`src/rtl/llc_rst_flush_seq.sv`:
```
// ============================================================================
// Module  : llc_rst_flush_seq
// Purpose : Sequences the LLC reset-invalidate walk and the on-demand flush
//           walk, one set at a time, with a valid/ready issue and done-ack wait.
//           Optional watchdog on the ack wait: define LLC_RST_FLUSH_WATCHDOG_EN.
// Rev     : 1.0  initial release
// ============================================================================
`default_nettype none

module llc_rst_flush_seq #(
    parameter int SET_BITS       = 8,
    parameter int TIMEOUT_CYCLES = 1024
) (
    input  logic                clk,
    input  logic                rst,
    input  logic                start_flush,
    input  logic [SET_BITS-1:0] cur_set,
    input  logic                op_ready,
    input  logic                op_done,
    output logic                op_valid,
    output logic [SET_BITS-1:0] op_set,
    output logic                op_is_rst,
    output logic                rst_state,
    output logic                incr_rst_flush_stalled_set,
    output logic                clr_rst_flush_stalled_set,
    output logic                clr_rst_stall,
    output logic                set_flush_stall,
    output logic                clr_flush_stall,
    output logic                set_rst_to_resume_in_pipeline,
    output logic                set_flush_to_resume_in_pipeline,
    output logic                busy,
    output logic                flush_done,
    output logic                err_timeout
);

    typedef enum logic [2:0] {
        S_INIT        = 3'd0,
        S_RST_ISSUE   = 3'd1,
        S_RST_WAIT    = 3'd2,
        S_IDLE        = 3'd3,
        S_FLUSH_START = 3'd4,
        S_FLUSH_ISSUE = 3'd5,
        S_FLUSH_WAIT  = 3'd6
    } state_t;

    state_t state_q, state_d;
    logic   flush_pend_q, flush_pend_d;
    logic   w_last_set;
    logic   w_in_wait;

    assign w_last_set = (cur_set == {SET_BITS{1'b1}});
    assign w_in_wait  = (state_q == S_RST_WAIT) || (state_q == S_FLUSH_WAIT);

    always_ff @(posedge clk) begin
        if (!rst) begin
            state_q      <= S_INIT;
            flush_pend_q <= 1'b0;
        end else begin
            state_q      <= state_d;
            flush_pend_q <= flush_pend_d;
        end
    end

    always_comb begin
        state_d                         = state_q;
        flush_pend_d                    = flush_pend_q;
        op_valid                        = 1'b0;
        op_set                          = cur_set;
        op_is_rst                       = 1'b0;
        rst_state                       = 1'b0;
        incr_rst_flush_stalled_set      = 1'b0;
        clr_rst_flush_stalled_set       = 1'b0;
        clr_rst_stall                   = 1'b0;
        set_flush_stall                 = 1'b0;
        clr_flush_stall                 = 1'b0;
        set_rst_to_resume_in_pipeline   = 1'b0;
        set_flush_to_resume_in_pipeline = 1'b0;
        busy                            = 1'b0;
        flush_done                      = 1'b0;

        if (rst) begin
            // A flush requested before the reset walk finishes is remembered
            if (start_flush && (state_q == S_INIT || state_q == S_RST_ISSUE ||
                                state_q == S_RST_WAIT)) begin
                flush_pend_d = 1'b1;
            end

            case (state_q)
                S_INIT: begin
                    rst_state                 = 1'b1;
                    clr_rst_flush_stalled_set = 1'b1;
                    state_d                   = S_RST_ISSUE;
                end
                S_RST_ISSUE: begin
                    op_valid  = 1'b1;
                    op_is_rst = 1'b1;
                    busy      = 1'b1;
                    if (op_ready) begin
                        set_rst_to_resume_in_pipeline = 1'b1;
                        state_d                       = S_RST_WAIT;
                    end
                end
                S_RST_WAIT: begin
                    busy = 1'b1;
                    if (op_done) begin
                        if (w_last_set) begin
                            clr_rst_stall             = 1'b1;
                            clr_rst_flush_stalled_set = 1'b1;
                            state_d = (flush_pend_q || start_flush) ? S_FLUSH_START : S_IDLE;
                        end else begin
                            incr_rst_flush_stalled_set = 1'b1;
                            state_d                    = S_RST_ISSUE;
                        end
                    end
                end
                S_IDLE: begin
                    if (start_flush || flush_pend_q) begin
                        state_d = S_FLUSH_START;
                    end
                end
                S_FLUSH_START: begin
                    set_flush_stall = 1'b1;
                    busy            = 1'b1;
                    flush_pend_d    = 1'b0;
                    state_d         = S_FLUSH_ISSUE;
                end
                S_FLUSH_ISSUE: begin
                    op_valid = 1'b1;
                    busy     = 1'b1;
                    if (op_ready) begin
                        set_flush_to_resume_in_pipeline = 1'b1;
                        state_d                         = S_FLUSH_WAIT;
                    end
                end
                S_FLUSH_WAIT: begin
                    busy = 1'b1;
                    if (op_done) begin
                        if (w_last_set) begin
                            clr_flush_stall           = 1'b1;
                            clr_rst_flush_stalled_set = 1'b1;
                            flush_done                = 1'b1;
                            state_d                   = S_IDLE;
                        end else begin
                            incr_rst_flush_stalled_set = 1'b1;
                            state_d                    = S_FLUSH_ISSUE;
                        end
                    end
                end
                default: state_d = S_INIT;
            endcase
        end
    end

`ifdef LLC_RST_FLUSH_WATCHDOG_EN
    localparam int              WD_W     = $clog2(TIMEOUT_CYCLES + 1);
    localparam logic [WD_W-1:0] WD_LIMIT = WD_W'(TIMEOUT_CYCLES);

    logic [WD_W-1:0] wd_cnt_q, wd_cnt_d;
    logic            err_q, err_d;

    // Leaving a wait state always coincides with op_done, so one clear covers both
    always_comb begin
        wd_cnt_d = '0;
        if (w_in_wait && !op_done) begin
            wd_cnt_d = (wd_cnt_q == WD_LIMIT) ? wd_cnt_q : wd_cnt_q + 1'b1;
        end
        err_d = err_q | (wd_cnt_d == WD_LIMIT);
    end

    always_ff @(posedge clk) begin
        if (!rst) begin
            wd_cnt_q <= '0;
            err_q    <= 1'b0;
        end else begin
            wd_cnt_q <= wd_cnt_d;
            err_q    <= err_d;
        end
    end

    assign err_timeout = rst & err_q;
`else
    // Watchdog compiled out; the limit parameter stays for interface compatibility
    assign err_timeout = w_in_wait & (TIMEOUT_CYCLES < 0);
`endif

endmodule

`default_nettype wire
```
`config.mk`:
```
export PLATFORM = sky130hd
export DESIGN_NAME = llc_rst_flush_seq
export DESIGN_NICKNAME = d
export VERILOG_FILES = /design/src/rtl/llc_rst_flush_seq.sv
export SDC_FILE = /design/constraint.sdc
export NUM_CORES = 1
export LEC_CHECK = 0
export CORE_MARGIN = 5
export CORE_UTILIZATION = 30
export CTS_CLUSTER_SIZE = 16
export DETAILED_ROUTE_END_ITERATION = 10
export PLACE_DENSITY = 0.85
export SYNTH_ARGS = -nofsm -noshare
export SYNTH_HDL_FRONTEND = slang
export SYNTH_SLANG_ARGS = --single-unit
```
`constraint.sdc`:
```
create_clock -name clk -period 1.2 [get_ports clk]
set_input_delay 0.24 -clock clk [delete_from_list [all_inputs] [get_ports clk]]
set_output_delay 0.24 -clock clk [all_outputs]
set_load 0.005 [all_outputs]
```
Yosys cells after proc, flatten, opt, wreduce, memory -nomap -nowiden
Index checks and enable logic that the tools add are counted.

Eq/ne operators: 12. Multiplexer cells: 36. Bitwise gates (word level): 1. Reductions and logical operators: 10.

Operators with widths (count): $mux W1 (26); $mux W3 (8); $pmux W3 S7 (1); $ne A2 B2 Y1 const B (5); $eq A3 B3 Y1 const B (3); $eq A8 B8 Y1 const B (1); $eq A3 B2 Y1 const B (2); $reduce_or A2 Y1 (3); $reduce_and A5 Y1 (1); $reduce_or A5 Y1 (1); $eq A3 B1 Y1 const B (1); $logic_not A3 Y1 (1); $logic_or A1 B1 Y1 (3); $pmux W1 S2 (1); $logic_and A1 B1 Y1 (1); $not A1 Y1 (1).

Register bits: 4. Bits of input ports: 13. Output and inout port bits: 21. Word-level logic and storage cells: 61.

Logic depth before layout (Yosys ltp)
Gate-level depths: netlist of run 1.

Depth in word-level cells: 5. Mapped depth: 5. Gate-level depth less buffers: 3.

Worst setup path after synthesis of run 1
Ideal clock, no wire load.

Kind: flip-flop to output port. From: register state_q[1]. To: output flush_done. Arrival time: 1.134 ns. Required time: 0.960 ns. Slack: -0.174 ns. Stages on the path, launching flop included: 5. Path buffers: 2. Cells stage by stage: dfxtp_1 buf_2 nand4_1 nor3_1 buf_4.

Word-level cells in the longest chain between the ends: 3.

Ends and longest elaborated chain: from (decl) (line 46) `state_t state_q, state_d;`; from (signal assigned) (line 59) `state_q <= state_d;`; $eq A3 B3 Y1; $mux W1 (2 in a row); to (decl) (line 32) `output logic flush_done,`.

No other way between the ends.

Worst setup path after layout of run 1
From: register state_q[0]. To: output clr_rst_stall.

Word-level cells in the longest chain between the ends: 3.

Ends and longest elaborated chain: $eq A3 B2 Y1 (line 88) `case (state_q)`; $mux W1 (line 88); $mux W1 (line 81) `if (rst) begin`; to (decl) (line 26) `output logic clr_rst_stall,`.

No other way between the ends.

==> results.md, run 1 <==
- Final Hold Viols: 0
- Number of synthesized flops with an enable pin: 0
- Initial Util: 31.3%
- Area Growth Syn to Fin: 132%
- I/O Buffers: 32
- Final WL: 2.09 mm
- Seq cells post-synth: 4
- Final setup TNS: -2.36 ns
- Cells after DPL: ~120
- Count of warnings emitted by yosys: 0
- Cts bufs inserted: 3
- Fmax: 0.665 GHz
- Slew Limit Fails: 0
- H-tree Lvls: 1
- Final setup vio count: 12
- CP Capture Type: output port
- WL/cell: 15.6 um
- Max_cap viols: 0
- TritonCTS clock tree: yes
- LEAKAGE: 0.507 nW
- Largest net degree at the start of global routing: 8
- RSZ-0062 raised after global routing: true
- Clk_skew: between 0.007 and 0.008 ns
- Initial drt markers: 5
- Final Wtd Congestion: 0.842
- Post-synthesis cell count: 65
- CP Launch Type: flop
- Max FO, Critical Path: 5
- First-pass GRT wire length: 3.57 mm
- CTS max path bufs: 2
- Outcome: finished with violations
- Ports: 34
- Synth cell types: 31
- Setup WS post-layout: -0.305 ns
- CP Data Required Time: 0.96 ns
- WS Path Type: reg -> out
- Total gr overflow: 0
- Period utilization: 125%
- Die Area: around 2500 um^2
- Critical Path AT: 1.26 ns
- Clock Latency Late Sink: 0.25 ns
- DR pass1 iterations: 4
- DR vias: 698
- Pwr Density: a little over 600 nW/um^2
- Clk root buf: clkbuf_4
- Mean Syn Cell Area: a little over 7 um^2
- Core Rows: 14
- Overall power: 668 uW
- Initial antenna violation count: 0
- Num Clock Sinks: 4
- Violated checks: negative setup slack
- Post-DP HPWL: 1.36 mm
- Post-Synthesis Net Count: 78
- Vias in the first global route: 744
- Post-DRT Antenna Nets: 0
- # DRC: 0
- Vias per cell: 5.21
- Layout cell share with drive strength beyond 1: about two thirds
- Final Critical Period: ~1.5 ns
- Synth Flop Type: dfxtp_1
- Mapped Area: approximately 470 um^2
- Core Box Area: 1510 um^2
- Async SR Flop Fraction: 0%
- HP Class: in -> reg
- Hold_buf cts: 0
- Die Y-Extent: slightly below 50 um
- Die W: 49.7 um
- # diodes: 0
- Cell Count, Final, Fillers Out: 134
- CTS clk-pin slew, worst paths: 0.04 ns
- GRT Overall Usage: a little under a fifth
- Register area share after synthesis: 17.0%
- Maximum VDD drop: 0.607 mV
- NumNets Final: 133
==> critical path: stages (launching register included) <==
cell and delay, ns:
dfxtp_4 0.36, inv_2 0.06, nand4_1 0.15, buf_4 0.20
nor3_2 0.12, buf_2 0.14
==> final timing paths <==
kind | from | to | slack, ns | cells after the start
setup / recovery | state_q[0] | clr_rst_stall | -0.30 | 5
hold / removal | rst | state_q[0] | 0.56 | 4
setup reg to reg | state_q[2] | state_q[2] | 0.02 | 4
hold reg to reg | state_q[1] | state_q[0] | 0.62 | 2
==> what timing repair did <==
action / CTS / global route
setup endpoints to repair: 23 / 16
buffers inserted: 18 / 2
gates resized for setup: 112 / 17
pin swaps: 15 / 11
==> logic make-up (layout without fill, tap and decap cells) <==
| kind of cell | after synthesis | count (layout) | share of synthesized area [%] |
|---|---|---|---|
| compound gates | 20 | 20 | 31.0 |
| buf+inv | 17 | 70 | 24.7 |
| flops | 4 | 4 | 17.0 |
| mux | 1 | 1 | 2.12 |
| other cells | 1 | 1 | 0.795 |
| simple gates | 22 | 22 | 24.4 |
==> sequential cells by signal, summed over array words and instances (netlist names) <==
signal,cells
flush_pend_q,1
state_q,3
==> layout by cell type (no fill, tap or decap), types with 2 or more instances in the layout <==
| cell type | Yosys | routed |
|---|---|---|
| buf_6 | 1 | 15 |
| nand2_1 | 4 | 2 |
| dfxtp_4 | 0 | 2 |
| nor2_1 | 5 | 3 |
| nand4_1 | 3 | 3 |
| clkdlybuf4s15_1 | 0 | 3 |
| clkdlybuf4s50_1 | 0 | 9 |
| nor2b_1 | 2 | 2 |
| nand2_2 | 0 | 2 |
| inv_2 | 0 | 2 |
| a31oi_1 | 2 | 2 |
| clkbuf_4 | 0 | 3 |
| nor2_4 | 0 | 2 |
| buf_2 | 3 | 9 |
| buf_4 | 11 | 25 |
| dlygate4sd2_1 | 0 | 2 |
| o21ai_0 | 5 | 4 |
| a21boi_2 | 0 | 2 |
==> stage by stage <==
step | util, % | worst slack [ns] | cell area, um^2 | hold WS [ns]
after floorplan | - | -0.0829 | 477 | 0.400
after global placement | 56.5 | -0.903 | 851 | 0.588
after detailed placement | 56.5 | -0.973 | 851 | 0.617
after CTS | 71.8 | -0.286 | 1080 | 0.528
after global routing | 72.8 | -0.369 | 1100 | 0.594
final | 72.8 | -0.305 | 1100 | 0.558
==> Yosys cell counts (2+ instances only) <==
master	number	area [um^2]
a21boi_0	2	15.0
nor2_1	5	18.8
nand2_1	4	15.0
nor3_1	2	10.0
nor2b_1	2	12.5
nand4_1	3	18.8
buf_4	11	82.6
o21ai_0	5	25.0
buf_2	3	15.0
inv_1	2	7.51
a31oi_1	2	12.5
dfxtp_1	4	80.1
and3_1	2	12.5
==> final cells by class <==
cell class                 instances  area (um^2)
timing repair buffer              65          556
clock buffer                       3         22.5
fill                             102          410
multi-input combinational         44          402
inverter                           2         7.51
tap                               16         20.0
sequential                         4         88.8
==> routing by layer <==
metal	routed length (um)	global-route usage [%]
met3	84	2.41
met1	784	17.8
met4	67	11.8
met5	0	0
met2	1160	35.4
==> report_power, final <==
part | switching (mW) | leakage, nW | internal [mW]
Combinational | 0.133 | 0.459 | 0.197
Clock | 0.0705 | 0.0138 | 0.113
Sequential | 0.0125 | 0.0347 | 0.142
Note: power is estimated with default switching activity, not from simulation.
==> inputs of run 2 (changes only) <==
- CTS_CLUSTER_SIZE: 16 -> 12
==> results of run 2 <==
Same layout as run 1: the final DEF is identical, and so are final timing and power.
==> inputs of run 3 (changes only) <==
- CAP_MARGIN: unset -> 40
==> results of run 3 <==
Same layout as run 1: the final DEF is identical, and so are final timing and power.
==> variant 1 (flow settings as in run 1) <==
The 7 states of `state_t` get a one-hot encoding in 7 bits.
--- a/src/rtl/llc_rst_flush_seq.sv
+++ b/src/rtl/llc_rst_flush_seq.sv
@@ -34,12 +34,12 @@
 );
 
-    typedef enum logic [2:0] {
-        S_INIT        = 3'd0,
-        S_RST_ISSUE   = 3'd1,
-        S_RST_WAIT    = 3'd2,
-        S_IDLE        = 3'd3,
-        S_FLUSH_START = 3'd4,
-        S_FLUSH_ISSUE = 3'd5,
-        S_FLUSH_WAIT  = 3'd6
+    typedef enum logic [6:0] {
+        S_INIT        = 7'b0000001,
+        S_RST_ISSUE   = 7'b0000010,
+        S_RST_WAIT    = 7'b0000100,
+        S_IDLE        = 7'b0001000,
+        S_FLUSH_START = 7'b0010000,
+        S_FLUSH_ISSUE = 7'b0100000,
+        S_FLUSH_WAIT  = 7'b1000000
     } state_t;
 
Behaviour: same outputs for any inputs over 10 cycles, from zero or initial values and one cycle with rst low; not proved beyond that.
==> variant 1 against run 1 <==
The run still ends with setup timing left; worst hold slack got worse by 0.036 ns; count of clock-buffer cells in the layout unchanged; area after synthesis rose by 56%; cell area increased by 49%; combinational power increased by 130%; wire length grew 81%; total power is 97% higher; sequential cell count grew 4; worst setup slack worse by 0.28 ns; highest routed layer unchanged.
==> variant 1: results (changes against run 1) <==
| Metric | Value |
|---|---|
| Status | `complete, but fails checks` |
| Failing checks | `setup timing` |
| Final WS setup | `-0.582 ns (-0.277 ns)` |
| Total negative slack | `-8.90 ns (-6.54 ns)` |
| Final setup violating endpoints | `20 (+8)` |
| GP Congestion | `0.919 (+9.1%)` |
| Via count | `1103 (+58%)` |
| DRT iter0 DRCs | `34 (+29)` |
| Placed inst area | `1280 um2 (+50%)` |
| Setup Skew | `0.00945 ns (+0.00161 ns)` |
| Synthesized Nets | `108 (+38%)` |
| WP data arrival | `1.54 ns (+0.28 ns)` |
| R2R Path Start | `state_q[5]$_SDFFE_PN0P_` |
| Synth Area in Compound Gates | `0.150 (-0.160)` |
| FF-to-FF path depth | `7 (+3)` |
| Share of layout cells above drive strength 1 | `0.661 (-0.0171)` |
| Final HPWL DP | `2180 um (+60%)` |
| Worst setup endpoint | `clr_flush_stall` |
| Pre-CTS worst setup slack | `-1.18 ns (-0.211 ns)` |
| Part of the Yosys area used for sequential elements | `0.218 (+0.0483)` |
| Mux share of post-synthesis cell area | `0 (-0.0212)` |
| Netlist cell types | `42 (+35%)` |
| Top post-synthesis cells by area | `dfxtp_1, buf_4, nand2_1` |
| GR Util All Layers | `0.219 (+0.0342)` |
| Worst Hold Class | `register to register` |
| # nets final | `186 (+40%)` |
| Registers with the most flip-flops | `state_q x7, flush_pend_q x1` |
| Top cells by count, synth | `buf_4, nand2_1, dfxtp_1, nor2_1` |
| P_leak | `0.735 nW (+45%)` |
| WL final | `3790 um (+81%)` |
[variant 1: worst min-delay path by stage]
stage                                          to  slack [ns]  cells after the start               startpoint
after floorplan           state_q[5]$_SDFFE_PN0P_        0.47                      3                  op_done
after global placement    state_q[5]$_SDFFE_PN0P_        0.50                      2  state_q[5]$_SDFFE_PN0P_
after detailed placement  state_q[5]$_SDFFE_PN0P_        0.51                      2  state_q[5]$_SDFFE_PN0P_
after CTS                 state_q[6]$_SDFFE_PN0P_        0.51                      2  state_q[6]$_SDFFE_PN0P_
after global routing      state_q[6]$_SDFFE_PN0P_        0.55                      2  state_q[6]$_SDFFE_PN0P_
final                     state_q[6]$_SDFFE_PN0P_        0.52                      2  state_q[6]$_SDFFE_PN0P_
[variant 1: repair_timing]
item                                    in CTS  in global routing
resized for setup                          109                 17
endpoints found under the setup margin      28                 21
pin swaps                                   27                 12
gates cloned                                 0                  0
setup buffers                               21                  3
[variant 1: final cells by class]
class,count,area [um2]
Fill cell,171,776
Clock buffer,3,22.5
Tap cell,30,37.5
Inverter,2,7.51
Multi-Input combinational cell,71,663
Timing Repair Buffer,87,719
Sequential cell,8,184
[variant 1: worst max-delay path, cell delays in order, from the launching register on]
cell     delay (ns)
dfxtp_4        0.38
nor3_4         0.24
nand2_2        0.15
nor4_4         0.30
buf_2          0.20
[variant 1: routing by layer]
metal / vias to the layer above / GRT usage / part of all wire
met5: - / 0 / 0
met4: 0 / 0.155 / 0.034
met3: 14 / 0.0501 / 0.044
met2: 48 / 0.410 / 0.59
met1: 552 / 0.203 / 0.33
li1: 489 / - / -
[variant 1: report_power, final]
| group | switching, mW | internal (mW) |
|---|---|---|
| combinational | 0.298 | 0.447 |
| clock | 0.102 | 0.115 |
| sequential | 0.0669 | 0.288 |
[variant 1: kinds of logic (layout without fill, tap and decap cells)]
group / Yosys count / after routing
and+or+nand+nor: 51 / 51
buffers and inverters: 16 / 92
AOI/OAI and AO/OA: 15 / 15
DFF: 8 / 8
xor gates and xnor gates: 4 / 4
other: 1 / 1
[variant 1: metrics by stage]
stage / utilization / power, mW / std cells
5_1_grt: 0.678 / 1.39 / 201
4_1_cts: 0.640 / 1.21 / 199
2_1_floorplan: - / 0.567 / 95
6_report: 0.678 / 1.32 / 201
3_3_place_gp: 0.530 / 0.809 / 178
3_5_place_dp: 0.530 / 0.826 / 178
==> variant 2 (settings of run 1) <==
Without the edit above. Add a define of `LLC_RST_FLUSH_WATCHDOG_EN`.
--- a/src/rtl/llc_rst_flush_seq.sv
+++ b/src/rtl/llc_rst_flush_seq.sv
@@ -7,4 +7,6 @@
 // ============================================================================
 `default_nettype none
+
+`define LLC_RST_FLUSH_WATCHDOG_EN
 
 module llc_rst_flush_seq #(
Function: no difference found for any inputs over 10 cycles, from zero or initial values and one cycle with rst low; that may be too few to reach the edited logic, so the function may still have changed.
==> variant 2 against run 1 <==
The flow still finishes with violations (setup timing); total power is 110% higher; worst setup slack got worse by 0.25 ns; worst hold slack got worse by 0.065 ns; area after synthesis is 140% higher; sequential power grew to 3.5 times the old value; wire length grew to 2.6 times the old value; clock power grew to 2.8 times the old value; cell area rose by 100%; critical endpoint is now flush_done; sequential cell count up 12; count of clock-buffer cells in the layout increased by 1.
==> variant 2: results (changes against run 1) <==
| Metric | Value |
|---|---|
| Status | `complete, but fails checks` |
| Failing checks | `setup timing` |
| CTS Buf Count | `3 (unchanged)` |
| Registers with the most flip-flops | `wd_cnt_q x11, state_q x3` |
| Largest net degree at the start of global routing | `14 (+6)` |
| FF-to-FF path depth | `7 (+3)` |
| Vias per cell | `5.54 (+6.3%)` |
| Vias in the first global route | `1494 (+100%)` |
| GP Congestion | `0.887 (+5.3%)` |
| Antenna Cells | `0 (unchanged)` |
| DRT iter0 DRCs | `67 (+62)` |
| Top post-synthesis cells by area | `dfxtp_1, nor2_1, buf_4` |
| Worst-path clk slew | `0.08 ns (+0.04 ns)` |
| Worst Hold Class | `input port to register` |
| WP data arrival | `1.51 ns (+0.25 ns)` |
| Root Buffer | `clkbuf_8` |
| R2R Path Start | `wd_cnt_q[0]$_SDFF_PN0_` |
| GR Util All Layers | `0.176 (-0.00884)` |
| Final HPWL DP | `2630 um (+93%)` |
| Port-buffer cells | `33 (+3.1%)` |
| Placed inst area | `1820 um2 (+110%)` |
| P_leak | `0.913 nW (+80%)` |
| Initial antenna violation count | `0 (unchanged)` |
| Worst flop-to-flop path endpoint | `err_q$_SDFF_PN0_` |
| Layout Cells excl Fill | `279 (+110%)` |
| Share of layout cells above drive strength 1 | `0.606 (-0.0719)` |
| Final setup violating endpoints | `26 (+14)` |
| Residual DRC count | `0 (unchanged)` |
| Pre-antenna DRT Iters | `5 (+1)` |
| Critical path fanouts, max | `3 (-2)` |
| # H-tree levels | `1 (unchanged)` |
| Final WS setup | `-0.553 ns (-0.249 ns)` |
| Max_slew headroom | `0.767` |
| Post-synthesis cell count | `153 (+140%)` |
| Placed insts | `260 (+120%)` |
| Top cells by count, synth | `nor2_1, dfxtp_1, nand2_1, buf_4, inv_1` |
| # nets final | `247 (+86%)` |
| Fill cells | `262 (+160%)` |
| Hold Path Sink | `state_q[2]$_SDFFE_PN0P_` |
| Setup Skew | `0.00854 ns (+0.000701 ns)` |
| VDD IR max | `0.000976 V (+61%)` |
| Global-route wire length before repair | `7200 um (+100%)` |
| Synthesized Nets | `168 (+120%)` |
| Netlist cell types | `45 (+45%)` |
| WL final | `5440 um (+160%)` |
| Part of the Yosys area used for sequential elements | `0.278 (+0.108)` |
| R2R Setup Slk | `-0.44 ns (-0.46 ns)` |
variant 2: cell count changes after synthesis, moves of 3 or more:
cell / change
inv_1: +7
xor2_1: +4
a21oi_1: +7
dfxtp_1: +12
nor2_1: +22
nand2_1: +10
nand4_1: +3
xnor2_1: +4
or3_1: +3
o21ai_0: +3
clkbuf_1: +4
variant 2: kinds of logic (layout without fill, tap and decap cells):
logic type | count (synthesis) | in the layout | synth area share
simple gates | 71 | 71 | 0.339
compound gates | 28 | 28 | 0.149
buf+inv | 25 | 103 | 0.122
flops | 16 | 16 | 0.278
xor+xnor | 8 | 8 | 0.0608
mux | 3 | 3 | 0.0304
fa+ha+maj | 2 | 2 | 0.0217
variant 2: worst max path at each step:
| stage | cells after the start | startpoint | end | slack, ns |
|---|---|---|---|---|
| floorplan | 8 | wd_cnt_q[0]$_SDFF_PN0_ | err_q$_SDFF_PN0_ | -0.29 |
| global placement | 5 | cur_set[3] | clr_rst_stall | -0.93 |
| detailed placement | 5 | cur_set[3] | clr_flush_stall | -0.96 |
| CTS | 5 | state_q[0]$_SDFFE_PN0P_ | clr_flush_stall | -0.54 |
| global route | 5 | state_q[1]$_SDFFE_PN0P_ | flush_done | -0.61 |
| finish | 5 | state_q[1]$_SDFFE_PN0P_ | flush_done | -0.55 |
variant 2: power breakdown:
| part | switching, mW | internal [mW] | leakage, nW | total (mW) |
|---|---|---|---|---|
| Combinational | 0.156 | 0.185 | 0.749 | 0.341 |
| Clock | 0.223 | 0.292 | 0.0288 | 0.515 |
| Sequential | 0.0123 | 0.535 | 0.134 | 0.548 |
variant 2: cell type report:
type,count,area share
clock buffer,4,0.0249
multi-input combinational,112,0.433
tap,48,0.0271
inverter,9,0.0175
sequential,16,0.154
timing repair buffer,90,0.344
variant 2: critical path, cell delays in order (launching register included):
cell,delay (ns)
dfxtp_4,0.39
nand4b_1,0.12
or3_4,0.39
buf_6,0.13
nor2_4,0.08
buf_2,0.13
variant 2: metrics by stage:
| stage | TNS (ns) | worst slack [ns] | hold WS, ns | util |
|---|---|---|---|---|
| floorplan | -0.915 | -0.289 | 0.371 | - |
| global placement | -16.70 | -0.932 | 0.481 | 0.493 |
| detailed placement | -17.73 | -0.962 | 0.509 | 0.493 |
| CTS | -6.13 | -0.540 | 0.463 | 0.574 |
| global route | -8.40 | -0.611 | 0.513 | 0.600 |
| finish | -6.91 | -0.553 | 0.493 | 0.600 |
variant 2: what timing repair did:
action | CTS | global route
setup endpoints to repair | 36 | 29
gates resized for setup | 117 | 44
setup buffers | 17 | 6
pin swaps | 24 | 20
gates cloned | 0 | 0
variant 2: routing by layer:
layer  track usage  wire [um]  up-vias
met5             0          0        -
met4         0.102        344        0
met3        0.0194        267       37
met2         0.324       2900       80
met1         0.192       1930      748
li1              -          -      680
